File: config.mk
export PLATFORM = sky130hd
export DESIGN_NAME = mem_access_stage_flat
export DESIGN_NICKNAME = d
export VERILOG_FILES = /design/src/rtl/mem_access_stage_if.sv /design/src/rtl/mem_access_stage.sv /design/src/flat_wrapper.sv
export SDC_FILE = /design/constraint.sdc
export NUM_CORES = 1
export LEC_CHECK = 0
export ABC_CLOCK_PERIOD_IN_PS = 2400
export CAP_MARGIN = 0
export CORE_UTILIZATION = 38
export CTS_CLUSTER_SIZE = 25
export DETAILED_ROUTE_END_ITERATION = 6
export PLACE_DENSITY = 0.85
export SYNTH_ARGS = -nofsm -noshare
export SYNTH_HDL_FRONTEND = slang
export SYNTH_SLANG_ARGS = --single-unit
File: constraint.sdc
create_clock -name i_clk -period 2.4 [get_ports i_clk]
set_input_delay 0.36 -clock i_clk [delete_from_list [all_inputs] [get_ports i_clk]]
set_output_delay 0.36 -clock i_clk [all_outputs]
set_load 0.005 [all_outputs]
File: src/rtl/mem_access_stage_if.sv
// Data-memory port of the MEM stage: single-outstanding request/grant/rvalid bus.
// The master side belongs to the pipeline stage, the slave side to the memory.
interface mem_access_stage_if;
    logic        o_dmem_req;
    logic        o_dmem_we;
    logic [31:0] o_dmem_addr;
    logic [3:0]  o_dmem_be;
    logic [31:0] o_dmem_wdata;
    logic        i_dmem_gnt;
    logic        i_dmem_rvalid;
    logic [31:0] i_dmem_rdata;

    modport master (
        output o_dmem_req,
        output o_dmem_we,
        output o_dmem_addr,
        output o_dmem_be,
        output o_dmem_wdata,
        input  i_dmem_gnt,
        input  i_dmem_rvalid,
        input  i_dmem_rdata
    );

    modport slave (
        input  o_dmem_req,
        input  o_dmem_we,
        input  o_dmem_addr,
        input  o_dmem_be,
        input  o_dmem_wdata,
        output i_dmem_gnt,
        output i_dmem_rvalid,
        output i_dmem_rdata
    );
endinterface

File: src/rtl/mem_access_stage.sv
// RV32IC MEM stage: aligns stores, extends loads, stalls until the data-memory
// access completes, and drives the MEM/WB register.
module mem_access_stage (
    input  logic                      i_clk,
    input  logic                      i_reset_n,
    input  logic                      i_valid,
    input  logic [31:0]               i_alu_out,
    input  logic [31:0]               i_write_reg,
    input  logic [31:0]               i_pc,
    input  logic [4:0]                i_rd,
    input  logic                      i_reg_write,
    input  logic                      i_mem_to_reg,
    input  logic                      i_mem_read,
    input  logic                      i_mem_write,
    input  logic [3:0]                i_mem_type,
    output logic                      o_stall,
    mem_access_stage_if.master        dmem,
    output logic                      o_wb_valid,
    output logic                      o_wb_reg_write,
    output logic [4:0]                o_wb_rd,
    output logic [31:0]               o_wb_data,
    output logic [31:0]               o_wb_pc,
    output logic                      o_misaligned
);

    typedef enum logic {
        IDLE   = 1'b0,
        WAIT_R = 1'b1
    } state_t;

    state_t      state_q, state_d;
    logic [1:0]  off_q, off_d;
    logic [3:0]  type_q, type_d;
    logic        wb_valid_q, wb_valid_d;
    logic        wb_reg_write_q, wb_reg_write_d;
    logic [4:0]  wb_rd_q, wb_rd_d;
    logic [31:0] wb_data_q, wb_data_d;
    logic [31:0] wb_pc_q, wb_pc_d;
    logic        misaligned_q, misaligned_d;

    logic        is_byte, is_half, is_word;
    logic [1:0]  off;
    logic        mem_op, bad_access, legal_op;
    logic [3:0]  be_raw;
    logic [31:0] wdata_raw;
    logic [31:0] rdata_shift;
    logic [15:0] half_lane;
    logic [31:0] load_ext;
    logic        req, stall;

    assign off    = i_alu_out[1:0];
    assign mem_op = i_valid & (i_mem_read | i_mem_write);

    always_comb begin
        is_byte = (i_mem_type == 4'b0001) || (i_mem_type == 4'b1000);
        is_half = (i_mem_type == 4'b0011) || (i_mem_type == 4'b1100);
        is_word = (i_mem_type == 4'b1111);
    end

    // Illegal size codes fall through all three terms and fault like misalignment.
    assign bad_access = mem_op & ~(is_byte
                                 | (is_half & ~off[0])
                                 | (is_word & (off == 2'b00)));
    assign legal_op   = mem_op & ~bad_access;

    always_comb begin
        be_raw = 4'b1111;
        if (is_byte) begin
            be_raw = 4'b0001 << off;
        end else if (is_half) begin
            be_raw = 4'b0011 << off;
        end
    end

    // Replicate the store operand across lanes; the byte enables pick the lane.
    generate
        for (genvar gi = 0; gi < 4; gi++) begin : g_wlane
            assign wdata_raw[8*gi +: 8] = is_byte ? i_write_reg[7:0] :
                                          is_half ? i_write_reg[8*(gi%2) +: 8] :
                                                    i_write_reg[8*gi +: 8];
        end
    endgenerate

    assign rdata_shift = dmem.i_dmem_rdata >> {off_q, 3'b000};
    assign half_lane   = off_q[1] ? dmem.i_dmem_rdata[31:16] : dmem.i_dmem_rdata[15:0];

    always_comb begin
        case (type_q)
            4'b0001: load_ext = {{24{rdata_shift[7]}}, rdata_shift[7:0]};
            4'b1000: load_ext = {24'h0, rdata_shift[7:0]};
            4'b0011: load_ext = {{16{half_lane[15]}}, half_lane};
            4'b1100: load_ext = {16'h0, half_lane};
            default: load_ext = dmem.i_dmem_rdata;
        endcase
    end

    always_comb begin
        state_d        = state_q;
        off_d          = off_q;
        type_d         = type_q;
        wb_valid_d     = 1'b0;
        wb_reg_write_d = wb_reg_write_q;
        wb_rd_d        = wb_rd_q;
        wb_data_d      = wb_data_q;
        wb_pc_d        = wb_pc_q;
        misaligned_d   = 1'b0;
        req            = 1'b0;
        stall          = 1'b0;
        case (state_q)
            IDLE: begin
                if (legal_op) begin
                    req   = 1'b1;
                    stall = ~(i_mem_write & dmem.i_dmem_gnt);
                    if (dmem.i_dmem_gnt) begin
                        if (i_mem_write) begin
                            wb_valid_d     = 1'b1;
                            wb_reg_write_d = 1'b0;
                            wb_rd_d        = i_rd;
                            wb_data_d      = i_alu_out;
                            wb_pc_d        = i_pc;
                        end else begin
                            state_d = WAIT_R;
                            off_d   = off;
                            type_d  = i_mem_type;
                        end
                    end
                end else if (bad_access) begin
                    wb_valid_d     = 1'b1;
                    wb_reg_write_d = 1'b0;
                    wb_rd_d        = i_rd;
                    wb_data_d      = i_alu_out;
                    wb_pc_d        = i_pc;
                    misaligned_d   = 1'b1;
                end else if (i_valid) begin
                    wb_valid_d     = 1'b1;
                    wb_reg_write_d = i_reg_write;
                    wb_rd_d        = i_rd;
                    wb_data_d      = i_alu_out;
                    wb_pc_d        = i_pc;
                end
            end
            WAIT_R: begin
                // Upstream holds the instruction stable, so its fields are still valid here.
                stall = ~dmem.i_dmem_rvalid;
                if (dmem.i_dmem_rvalid) begin
                    wb_valid_d     = 1'b1;
                    wb_reg_write_d = i_reg_write;
                    wb_rd_d        = i_rd;
                    wb_data_d      = i_mem_to_reg ? load_ext : i_alu_out;
                    wb_pc_d        = i_pc;
                    state_d        = IDLE;
                end
            end
            default: state_d = IDLE;
        endcase
    end

    always_ff @(posedge i_clk or negedge i_reset_n) begin
        if (!i_reset_n) begin
            state_q        <= IDLE;
            off_q          <= 2'b00;
            type_q         <= 4'b0000;
            wb_valid_q     <= 1'b0;
            wb_reg_write_q <= 1'b0;
            wb_rd_q        <= 5'd0;
            wb_data_q      <= 32'h0;
            wb_pc_q        <= 32'h0;
            misaligned_q   <= 1'b0;
        end else begin
            state_q        <= state_d;
            off_q          <= off_d;
            type_q         <= type_d;
            wb_valid_q     <= wb_valid_d;
            wb_reg_write_q <= wb_reg_write_d;
            wb_rd_q        <= wb_rd_d;
            wb_data_q      <= wb_data_d;
            wb_pc_q        <= wb_pc_d;
            misaligned_q   <= misaligned_d;
        end
    end

    assign o_stall           = stall;
    assign dmem.o_dmem_req   = req;
    assign dmem.o_dmem_we    = req & i_mem_write;
    assign dmem.o_dmem_addr  = req ? {i_alu_out[31:2], 2'b00} : 32'h0;
    assign dmem.o_dmem_be    = req ? be_raw : 4'b0000;
    assign dmem.o_dmem_wdata = req ? wdata_raw : 32'h0;

    assign o_wb_valid     = wb_valid_q;
    assign o_wb_reg_write = wb_reg_write_q;
    assign o_wb_rd        = wb_rd_q;
    assign o_wb_data      = wb_data_q;
    assign o_wb_pc        = wb_pc_q;
    assign o_misaligned   = misaligned_q;

endmodule

File: src/flat_wrapper.sv
// flat-port wrapper written by rule: the top's interface ports become plain ports
module mem_access_stage_flat 
  (i_clk, i_reset_n, i_valid, i_alu_out, i_write_reg, i_pc, i_rd, i_reg_write, i_mem_to_reg, i_mem_read, i_mem_write, i_mem_type, o_stall, o_wb_valid, o_wb_reg_write, o_wb_rd, o_wb_data, o_wb_pc, o_misaligned, dmem_o_dmem_req, dmem_o_dmem_we, dmem_o_dmem_addr, dmem_o_dmem_be, dmem_o_dmem_wdata, dmem_i_dmem_gnt, dmem_i_dmem_rvalid, dmem_i_dmem_rdata);
  mem_access_stage_if dmem_i ();
  input  logic i_clk;
  input  logic i_reset_n;
  input  logic i_valid;
  input  logic [31:0] i_alu_out;
  input  logic [31:0] i_write_reg;
  input  logic [31:0] i_pc;
  input  logic [4:0] i_rd;
  input  logic i_reg_write;
  input  logic i_mem_to_reg;
  input  logic i_mem_read;
  input  logic i_mem_write;
  input  logic [3:0] i_mem_type;
  output logic o_stall;
  output logic o_wb_valid;
  output logic o_wb_reg_write;
  output logic [4:0] o_wb_rd;
  output logic [31:0] o_wb_data;
  output logic [31:0] o_wb_pc;
  output logic o_misaligned;
  output wire logic [$bits(dmem_i.o_dmem_req)-1:0] dmem_o_dmem_req;
  output wire logic [$bits(dmem_i.o_dmem_we)-1:0] dmem_o_dmem_we;
  output wire logic [$bits(dmem_i.o_dmem_addr)-1:0] dmem_o_dmem_addr;
  output wire logic [$bits(dmem_i.o_dmem_be)-1:0] dmem_o_dmem_be;
  output wire logic [$bits(dmem_i.o_dmem_wdata)-1:0] dmem_o_dmem_wdata;
  input wire logic [$bits(dmem_i.i_dmem_gnt)-1:0] dmem_i_dmem_gnt;
  input wire logic [$bits(dmem_i.i_dmem_rvalid)-1:0] dmem_i_dmem_rvalid;
  input wire logic [$bits(dmem_i.i_dmem_rdata)-1:0] dmem_i_dmem_rdata;
  assign dmem_o_dmem_req = dmem_i.o_dmem_req;
  assign dmem_o_dmem_we = dmem_i.o_dmem_we;
  assign dmem_o_dmem_addr = dmem_i.o_dmem_addr;
  assign dmem_o_dmem_be = dmem_i.o_dmem_be;
  assign dmem_o_dmem_wdata = dmem_i.o_dmem_wdata;
  assign dmem_i.i_dmem_gnt = dmem_i_dmem_gnt;
  assign dmem_i.i_dmem_rvalid = dmem_i_dmem_rvalid;
  assign dmem_i.i_dmem_rdata = dmem_i_dmem_rdata;
  mem_access_stage u_core (.i_clk(i_clk), .i_reset_n(i_reset_n), .i_valid(i_valid), .i_alu_out(i_alu_out), .i_write_reg(i_write_reg), .i_pc(i_pc), .i_rd(i_rd), .i_reg_write(i_reg_write), .i_mem_to_reg(i_mem_to_reg), .i_mem_read(i_mem_read), .i_mem_write(i_mem_write), .i_mem_type(i_mem_type), .o_stall(o_stall), .dmem(dmem_i), .o_wb_valid(o_wb_valid), .o_wb_reg_write(o_wb_reg_write), .o_wb_rd(o_wb_rd), .o_wb_data(o_wb_data), .o_wb_pc(o_wb_pc), .o_misaligned(o_misaligned));
endmodule
=== After elaboration in Yosys (flattened, before gate mapping) ===
Cells that the tools add are included.

* Register bits: 79
* Output and inout port bits: 143
* Input port bits: 146

* Mux-type cells: 60
* Equality and inequality tests: 13
* Bitwise gates (word level): 17
* Reductions and logical operators: 5
* Shift operators: 3

{| class="wikitable"
|+ Operator list
! kind !! number
|-
| 32-bit two-way mux || 15
|-
| 32-bit one-hot mux with 2 select lines || 2
|-
| 32-bit one-hot mux with 4 select lines || 1
|-
| 8-bit two-way mux || 5
|-
| 32-bit by 5-bit >> shifter with 8-bit output || 1
|-
| 5-bit two-way mux || 6
|-
| 1-bit two-way mux || 22
|-
| 4-bit == test, second input constant || 5
|-
| 16-bit two-way mux || 1
|-
| 4-bit two-way mux || 3
|-
| 5-bit one-hot mux with 2 select lines || 1
|-
| 4-bit by 1-bit == test with 1-bit output, second input constant || 2
|-
| 4-bit by 2-bit == test with 1-bit output, second input constant || 2
|-
| 1-bit one-hot mux with 2 select lines || 4
|-
| 4-bit AND reduction || 2
|-
| 1-bit bitwise AND || 7
|-
| 1-bit inverter || 7
|-
| 3-bit inequality test, second input constant || 2
|-
| 4-bit by 2-bit inequality test with 1-bit output, second input constant || 1
|-
| 1-bit by 2-bit left shift with 4-bit output, first input constant || 1
|-
| 2-bit by 2-bit left shift with 4-bit output, first input constant || 1
|-
| 1-bit OR || 3
|-
| 2-bit zero test || 1
|-
| 1-bit logical OR || 2
|-
| 2-bit inequality test, second input constant || 1
|}

=== Depth between registers and ports, before layout ===
Gate-level depths: netlist (run 1).

* Depth in word-level cells: 12
* Gate-level depth with buffers: 9

=== Worst setup path before layout (run 1) ===
No wires, ideal clock.

* Path type: input-to-output
* Start point: input i_mem_type[2]
* End point: output dmem_o_dmem_be[1]
* Slack: 0.409 ns
* Path buffers: 2
* Stages: 7
* Required time: 2.040 ns
* Data arrival time: 1.631 ns
* Cell sequence: buf_2 or3_1 nand2_1 o2bb2ai_2 nand2_1 clkbuf_1 a211oi_1

* Longest elaborated chain between the ends: 12

{| class="wikitable"
|+ RTL lines
! item !! line !! RTL
|-
| start: declaration || flat_wrapper.sv:16 || <nowiki>input logic [3:0] i_mem_type;</nowiki>
|-
| 4-bit by 2-bit == test with 1-bit output or 4-bit == test (tied branches) || mem_access_stage.sv:56 || <nowiki>is_half = (i_mem_type == 4'b0011) || (i_mem_type == 4'b1100);</nowiki>
|-
| 1-bit logical OR || mem_access_stage.sv:56 ||
|-
| 1-bit bitwise AND || mem_access_stage.sv:62 || <nowiki>| (is_half & ~off[0])</nowiki>
|-
| 1-bit OR || mem_access_stage.sv:62 ||
|-
| 1-bit OR || mem_access_stage.sv:63 || <nowiki>| (is_word & (off == 2'b00)));</nowiki>
|-
| 1-bit inverter || mem_access_stage.sv:61 || <nowiki>assign bad_access = mem_op & ~(is_byte</nowiki>
|-
| 1-bit bitwise AND || mem_access_stage.sv:61 ||
|-
| 1-bit inverter || mem_access_stage.sv:64 || <nowiki>assign legal_op = mem_op & ~bad_access;</nowiki>
|-
| 1-bit bitwise AND || mem_access_stage.sv:64 ||
|-
| 1-bit two-way mux || mem_access_stage.sv:111 || <nowiki>if (legal_op) begin</nowiki>
|-
| 1-bit two-way mux || mem_access_stage.sv:109 || <nowiki>case (state_q)</nowiki>
|-
| 4-bit two-way mux (*) || mem_access_stage.sv:186 || <nowiki>assign dmem.o_dmem_be = req ? be_raw : 4'b0000;</nowiki>
|-
| end: declaration || flat_wrapper.sv:27 || <nowiki>output wire logic [$bits(dmem_i.o_dmem_be)-1:0] dmem_o_dmem_be;</nowiki>
|}

Mark *: on every way between the ends. The rest lies on a longest branch, timed or not.

=== Final worst setup path (run 1) ===
* Start point: input i_alu_out[0]
* End point: output dmem_o_dmem_addr[21]

* Longest elaborated chain between the ends: 11

{| class="wikitable"
|+ RTL lines
! item !! line !! RTL
|-
| start: declaration || flat_wrapper.sv:8 || <nowiki>input logic [31:0] i_alu_out;</nowiki>
|-
| 1-bit inverter || mem_access_stage.sv:62 ||
|-
| 1-bit bitwise AND || mem_access_stage.sv:62 ||
|-
| 1-bit OR || mem_access_stage.sv:62 ||
|-
| 1-bit OR (*) || mem_access_stage.sv:63 ||
|-
| 1-bit inverter (*) || mem_access_stage.sv:61 ||
|-
| 1-bit bitwise AND (*) || mem_access_stage.sv:61 ||
|-
| 1-bit inverter (*) || mem_access_stage.sv:64 ||
|-
| 1-bit bitwise AND (*) || mem_access_stage.sv:64 ||
|-
| 1-bit two-way mux (*) || mem_access_stage.sv:111 ||
|-
| 1-bit two-way mux (*) || mem_access_stage.sv:109 ||
|-
| 32-bit two-way mux (*) || mem_access_stage.sv:185 || <nowiki>assign dmem.o_dmem_addr = req ? {i_alu_out[31:2], 2'b00} : 32'h0;</nowiki>
|-
| end: declaration || flat_wrapper.sv:26 || <nowiki>output wire logic [$bits(dmem_i.o_dmem_addr)-1:0] dmem_o_dmem_addr;</nowiki>
|}

Marked as above.

==> results of run 1 <==
## what timing repair did
item | CTS | global route
gates cloned | 2 | 2
gates resized for setup | 70 | 70
buffers inserted | 4 | 8
setup endpoints to repair | 69 | 57
pin swaps | 2 | 5
## final timing paths
check,startpoint,to,slack (ns),cells past startpoint
min reg2reg,u_core.o_wb_data[30],u_core.o_wb_data[30],0.48,2
max in group asynchronous,i_reset_n,u_core.o_wb_data[1],1.57,1
max reg2reg,u_core.off_q[1],u_core.o_wb_data[12],0.23,5
max,i_alu_out[0],dmem_o_dmem_addr[21],-0.12,10
min,i_reset_n,u_core.o_wb_pc[4],0.18,1
min in group i_clk,i_alu_out[1],u_core.off_q[1],0.43,4
## per-stage QoR
stage | TNS, ns | hold slack (ns) | instances
CTS | -4.868 | 0.2411 | 1010
global placement | -35.75 | 0.4620 | 988
global route | -0.6879 | 0.3009 | 1020
finish | -0.1397 | 0.1824 | 1020
detailed placement | -44.57 | 0.4644 | 988
floorplan | 0 | 0.06441 | 533
## registers in the layout, indices dropped and copies added (netlist names)
name	flops
u_core.o_wb_pc	32
u_core.type_q	4
u_core.o_wb_rd	5
u_core.o_misaligned	1
u_core.o_wb_reg_write	1
u_core.o_wb_valid	1
u_core.state_q	1
u_core.off_q	2
u_core.o_wb_data	32
## per-layer routing
metal | track usage | up-vias | share of wire
met5 | 0 | - | 0
met4 | 0.1299 | 0 | 0.043
met3 | 0.07994 | 76 | 0.081
met2 | 0.5491 | 373 | 0.50
met1 | 0.3872 | 2776 | 0.37
li1 | - | 2554 | -
## layout make-up
class | instances | area, um^2 | share of cell area
Sequential cell | 79 | 1977 | 0.2260
Clock buffer | 11 | 242.7 | 0.02775
Tap cell | 168 | 210.2 | 0.02403
Clock inverter | 5 | 103.9 | 0.01187
Multi-Input combinational cell | 401 | 2661 | 0.3042
Inverter | 8 | 30.03 | 0.003433
Timing Repair Buffer | 348 | 3522 | 0.4027
## worst register-to-register path: cells and delay by family, from the launching register on
family                 cells  cell delay, ns
AOI/OAI and AO/OA          4            1.16
DFF                        1            0.53
buffers and inverters      1            0.38
## power breakdown
| group | internal [mW] | switching [mW] | total, mW |
|---|---|---|---|
| logic | 1.01 | 0.831 | 1.85 |
| registers | 1.55 | 0.162 | 1.71 |
| clock network | 1.05 | 0.561 | 1.61 |
| total | 3.61 | 1.55 | 5.16 |
## logic make-up after synthesis
| kind of cell | share of synthesized area |
|---|---|
| AO/OA/AOI/OAI | 0.2043 |
| buffers and inverters | 0.05612 |
| multiplexers | 0.1122 |
| AND/OR/NAND/NOR | 0.1980 |
| XOR/XNOR | 0.003672 |
| adder cells (fa/ha/maj) | 0.01049 |
| other | 0.0007860 |
| flip-flops | 0.4144 |
## placed cells by master, fill, tap and decap left out, types with 9 or more instances in the layout
cell type | netlist | final
clkdlybuf4s50_1 | 0 | 211
dfrtp_1 | 79 | 79
nand2_1 | 72 | 70
nor2_1 | 55 | 54
a21oi_1 | 55 | 49
buf_4 | 3 | 49
and3_1 | 40 | 40
mux2_2 | 36 | 36
dlymetal6s2s_1 | 0 | 34
o31ai_1 | 26 | 26
dlygate4sd2_1 | 0 | 26
o21ai_0 | 17 | 17
clkbuf_16 | 0 | 11
a221oi_1 | 9 | 9
==> run_results.csv, run 1 <==
group,metric,value,unit
outcome,status,"finished with violations",
outcome,violations,"setup timing",
placed_design,placed_area,8001,um^2
sta,setup_viol,2,
placed_design,place_ws,-0.6266,ns
detailed_routing,drcViolationCount,0,
worst_setup_path,crit_arrival,2.16,ns
synth,ys_ff_latch,79,
clock_tree,cts_buffers,9,
die,die_width,114.1,um
layout,area_growth,83.35,%
clock_tree,cts_root_buf,"clkbuf_16",
die,rows,40,
pwr,power,5.161,mW
worst_setup_path,crit_buf_inv,5,
placed_design,hpwl,15590,um
worst_setup_path,path_cells,"buf_4 > inv_2 > ha_4 > nand4_1 > nand2_4 > o2bb2ai_4 > buf_6 > buf_12 > and3_1 > clkdlybuf4s50_1",
pwr,pwr_density_cell,590.1,nW/um^2
synth,yosys-top-cells-count,"79 x dfrtp_1, 72 x nand2_1, 55 x a21oi_1, 55 x nor2_1, 40 x and3_1",
synth,synth_area,4771,um^2
detailed_routing,wl_per_cell,21.60,um
worst_setup_path,path_delay_family,"buffers and inverters",
synth,synthFlopType,"dfrtp_1",
global_route,grt_pass1_vias,5709,
synth,yosysTopAreaCell,"dfrtp_1",
global_route,antenna_found_initial,0,
synth,avgSynthCellArea,8.968,um^2
die,core,12110,um^2
layout,final_util,0.7222,
clock_tree,cts_sinks,79,
worst_setup_path,cp_max_fo,9,
die,initial_utilization,0.3939,
detailed_routing,drt_iter0_markers,775,
synth,async_reset_ff_frac,1.000,
layout,num-nets-final,997,
pwr,p_leak,4.475,nW
synth,ys_seq_area_frac,0.4144,
sta,max_slew_margin,0.3332,
placed_design,gp_congestion,0.8903,
clock_tree,clockBufferDepth,2,
pwr,irDropWorstVdd,552.5,uV
sta,timing.final.crit_share,1.050,
sta,fin_crit,2.520,ns
worst_setup_path,required,2.04,ns
clock_tree,htree_levels,3,
global_route,grt-ovfl-total,0,
worst_setup_path,cpMaxStageDelayCell,"clkdlybuf4s50_1",
layout,fill_cells,864,
sta,fin_ws,-0.1199,ns
clock_tree,insertion_delay,0.34,ns
clock_tree,clk_pin_slew,0.06,ns
detailed_routing,drt-pass1-iter-count,6,
die,num_io_pins,289,
sta,tightest_slew,1.000,ns
synth,ys_warn_count,0,
hold_path,min_path_type,"in2async",
detailed_routing,vias_per_cell,5.666,
layout,num_antenna_cells,0,
clock_tree,cts_tree,"built",
clock_tree,cts_hold_buf,0,
placed_design,port_buffers,286,
global_route,grt_max_degree,80,
synth,netlist.area_leader.share,0.4144,
layout,final_design_area_no_fill,8747,um^2
sta,hold_viol_final,0,
synth,synth_edf_count,0,
sta,clock.fmax,396.8,MHz
worst_setup_path,crit_type,"in2out",
sta,slew_viol_final,0,
die,dieHeight,114.1,um
sta,skew,0.004762,ns
detailed_routing,antenna_left,0,
synth,ys_top_cells_by_area,"dfrtp_1 41%, mux2_2 8.5%, a21oi_1 5.8%",
synth,ys_types,51,
synth,syn-instance-count,532,
worst_setup_path,critPathCaptureType,"output port",
global_route,grt_use_total,0.3212,
worst_setup_path,cpPeakStageDelay,0.52,ns
run,cap_violations,0,
detailed_routing,wl,22030,um
sta,rsz0062_at_grt,"true",
detailed_routing,vias,5779,
layout,drive_gt1_frac,0.1796,
die,die-area,13010,um^2
global_route,grt_pass1_wl,31580,um
worst_setup_path,cp-start-kind,"input pin",
synth,yosysMostFrequentCell,"dfrtp_1",
(Power assumes the default switching activity.)
==> run 2, diff against run 1 <==
--- a/config.mk
+++ b/config.mk
@@ -11,6 +11,7 @@
 export CTS_CLUSTER_SIZE = 25
 export DETAILED_ROUTE_END_ITERATION = 6
 export PLACE_DENSITY = 0.85
+export SKIP_CTS_REPAIR_TIMING = 1
 export SYNTH_ARGS = -nofsm -noshare
 export SYNTH_HDL_FRONTEND = slang
 export SYNTH_SLANG_ARGS = --single-unit
==> run 2 against run 1 <==
The flow still finishes with violations (setup timing). Clock power hardly changed. Worst hold slack better by 0.025 ns. Worst setup slack improved by 0.10 ns. Fmax rose by 4.3%. Register-to-register slack hardly changed. Critical path type unchanged. Highest routed layer unchanged.
==> run_results.csv, run 2 (synthesis results as in run 1) <==
group,metric,value,unit
outcome,status,"finished with violations",
outcome,violations,"setup timing",
die,dieHeight,114.1,um
die,core,12110,um^2
worst_setup_path,critPathCaptureType,"output port",
placed_design,place_ws,-0.6266,ns
clock_tree,cts_buffers,9,
sta,slew_viol_final,0,
sta,fin_ws,-0.01494,ns
sta,fin_crit,2.415,ns
layout,final_common_cell,"clkdlybuf4s50_1",
worst_setup_path,crit_type,"in2out",
global_route,grt_pass1_wl,30340,um
worst_setup_path,required,2.04,ns
sta,timing.final.crit_share,1.006,
detailed_routing,drcViolationCount,0,
die,initial_utilization,0.3939,
detailed_routing,wl,22410,um
pwr,p_leak,4.884,nW
sta,max_slew_margin,0.3363,
clock_tree,cts_sinks,79,
detailed_routing,vias,5799,
global_route,grt-ovfl-total,0,
layout,num-nets-final,1006,
pwr,irDropWorstVdd,552.3,uV
clock_tree,clk_pin_slew,0.06,ns
sta,skew,0.004763,ns
clock_tree,htree_levels,3,
worst_setup_path,crit_arrival,2.05,ns
die,die_width,114.1,um
die,rows,40,
placed_design,hpwl,15590,um
global_route,grt_max_degree,80,
worst_setup_path,cp_max_fo,7,
layout,drive_gt1_frac,0.1940,
detailed_routing,antenna_left,0,
clock_tree,clockBufferDepth,2,
layout,area_growth,86.70,%
detailed_routing,drt-pass1-iter-count,7,
global_route,antenna_found_initial,1,
die,die-area,13010,um^2
sta,finalSetupTns,-0.03226,ns
sta,setup_viol,3,
pwr,pwr_density_cell,582.4,nW/um^2
clock_tree,insertion_delay,0.34,ns
detailed_routing,vias_per_cell,5.625,
global_route,grt_pass1_vias,5492,
hold_path,min_path_type,"in2async",
detailed_routing,wl_per_cell,21.74,um
run,cap_violations,0,
global_route,grt_use_total,0.3072,
clock_tree,cts_tree,"built",
layout,layout_common_cells,"209 x clkdlybuf4s50_1, 78 x dfrtp_1, 70 x nand2_1",
placed_design,port_buffers,286,
sta,tightest_slew,0.9956,ns
worst_setup_path,cp-start-kind,"input pin",
die,num_io_pins,289,
detailed_routing,drt_iter0_markers,663,
sta,hold_viol_final,0,
placed_design,gp_congestion,0.8903,
sta,rsz0062_at_grt,"true",
sta,clock.fmax,414.1,MHz
clock_tree,cts_root_buf,"clkbuf_16",
## run 2: report_power, final
part | total [mW] | leakage [nW] | internal (mW) | switching, mW
Clock | 1.60 | 0.170 | 1.05 | 0.556
Sequential | 1.71 | 0.938 | 1.55 | 0.164
Combinational | 1.87 | 3.78 | 1.03 | 0.844
Total | 5.19 | 4.88 | 3.62 | 1.56
## run 2: final timing paths
check	start	endpoint	slack [ns]	depth (start not counted)
worst max-delay path	i_alu_out[1]	dmem_o_dmem_be[3]	-0.01	13
worst min-delay path	i_reset_n	u_core.o_wb_pc[12]	0.21	1
worst max register to register	u_core.state_q	u_core.o_wb_data[29]	0.24	8
worst min register to register	u_core.o_wb_data[26]	u_core.o_wb_data[26]	0.48	2
max in group asynchronous	i_reset_n	u_core.state_q	1.50	1
min in group i_clk	i_alu_out[0]	u_core.off_q[0]	0.43	4
## run 2: metrics by stage
| step | cell area [um^2] | hold slack [ns] | power (mW) | util | instances |
|---|---|---|---|---|---|
| finish | 8907 | 0.2072 | 5.187 | 0.7354 | 1031 |
| floorplan | 4775 | 0.06441 | 2.421 | - | 533 |
| detailed placement | 8001 | 0.4644 | 3.440 | 0.6606 | 988 |
| CTS | 8348 | 0.2411 | 5.053 | 0.6893 | 1004 |
| global placement | 8001 | 0.4620 | 3.370 | 0.6606 | 988 |
| global route | 8902 | 0.3070 | 5.379 | 0.7350 | 1029 |
## run 2: final cells by class
class                      instances  area (um^2)
inverter                           8        30.03
sequential                        79         1978
fill                             825         3204
clock inverter                     5        103.9
clock buffer                      11        242.7
tap                              168        210.2
multi-input combinational        401         2645
timing repair buffer             357         3692
antenna                            2        5.005
## run 2: worst max-delay path: stages
cell and delay [ns]:
dlymetal6s2s_1 0.14, inv_2 0.07, ha_2 0.18, nand4_1 0.15, nand2_2 0.13, o2bb2ai_4 0.13, buf_6 0.14, buf_4 0.11
nand2_4 0.06, buf_12 0.13, buf_4 0.15, a211oi_1 0.16, dlymetal6s2s_1 0.15
## run 2: layer usage
metal,global-route usage,part of all wire
met1,0.3804,0.38
met2,0.5281,0.51
met3,0.07147,0.082
met4,0.1004,0.033
met5,0,0
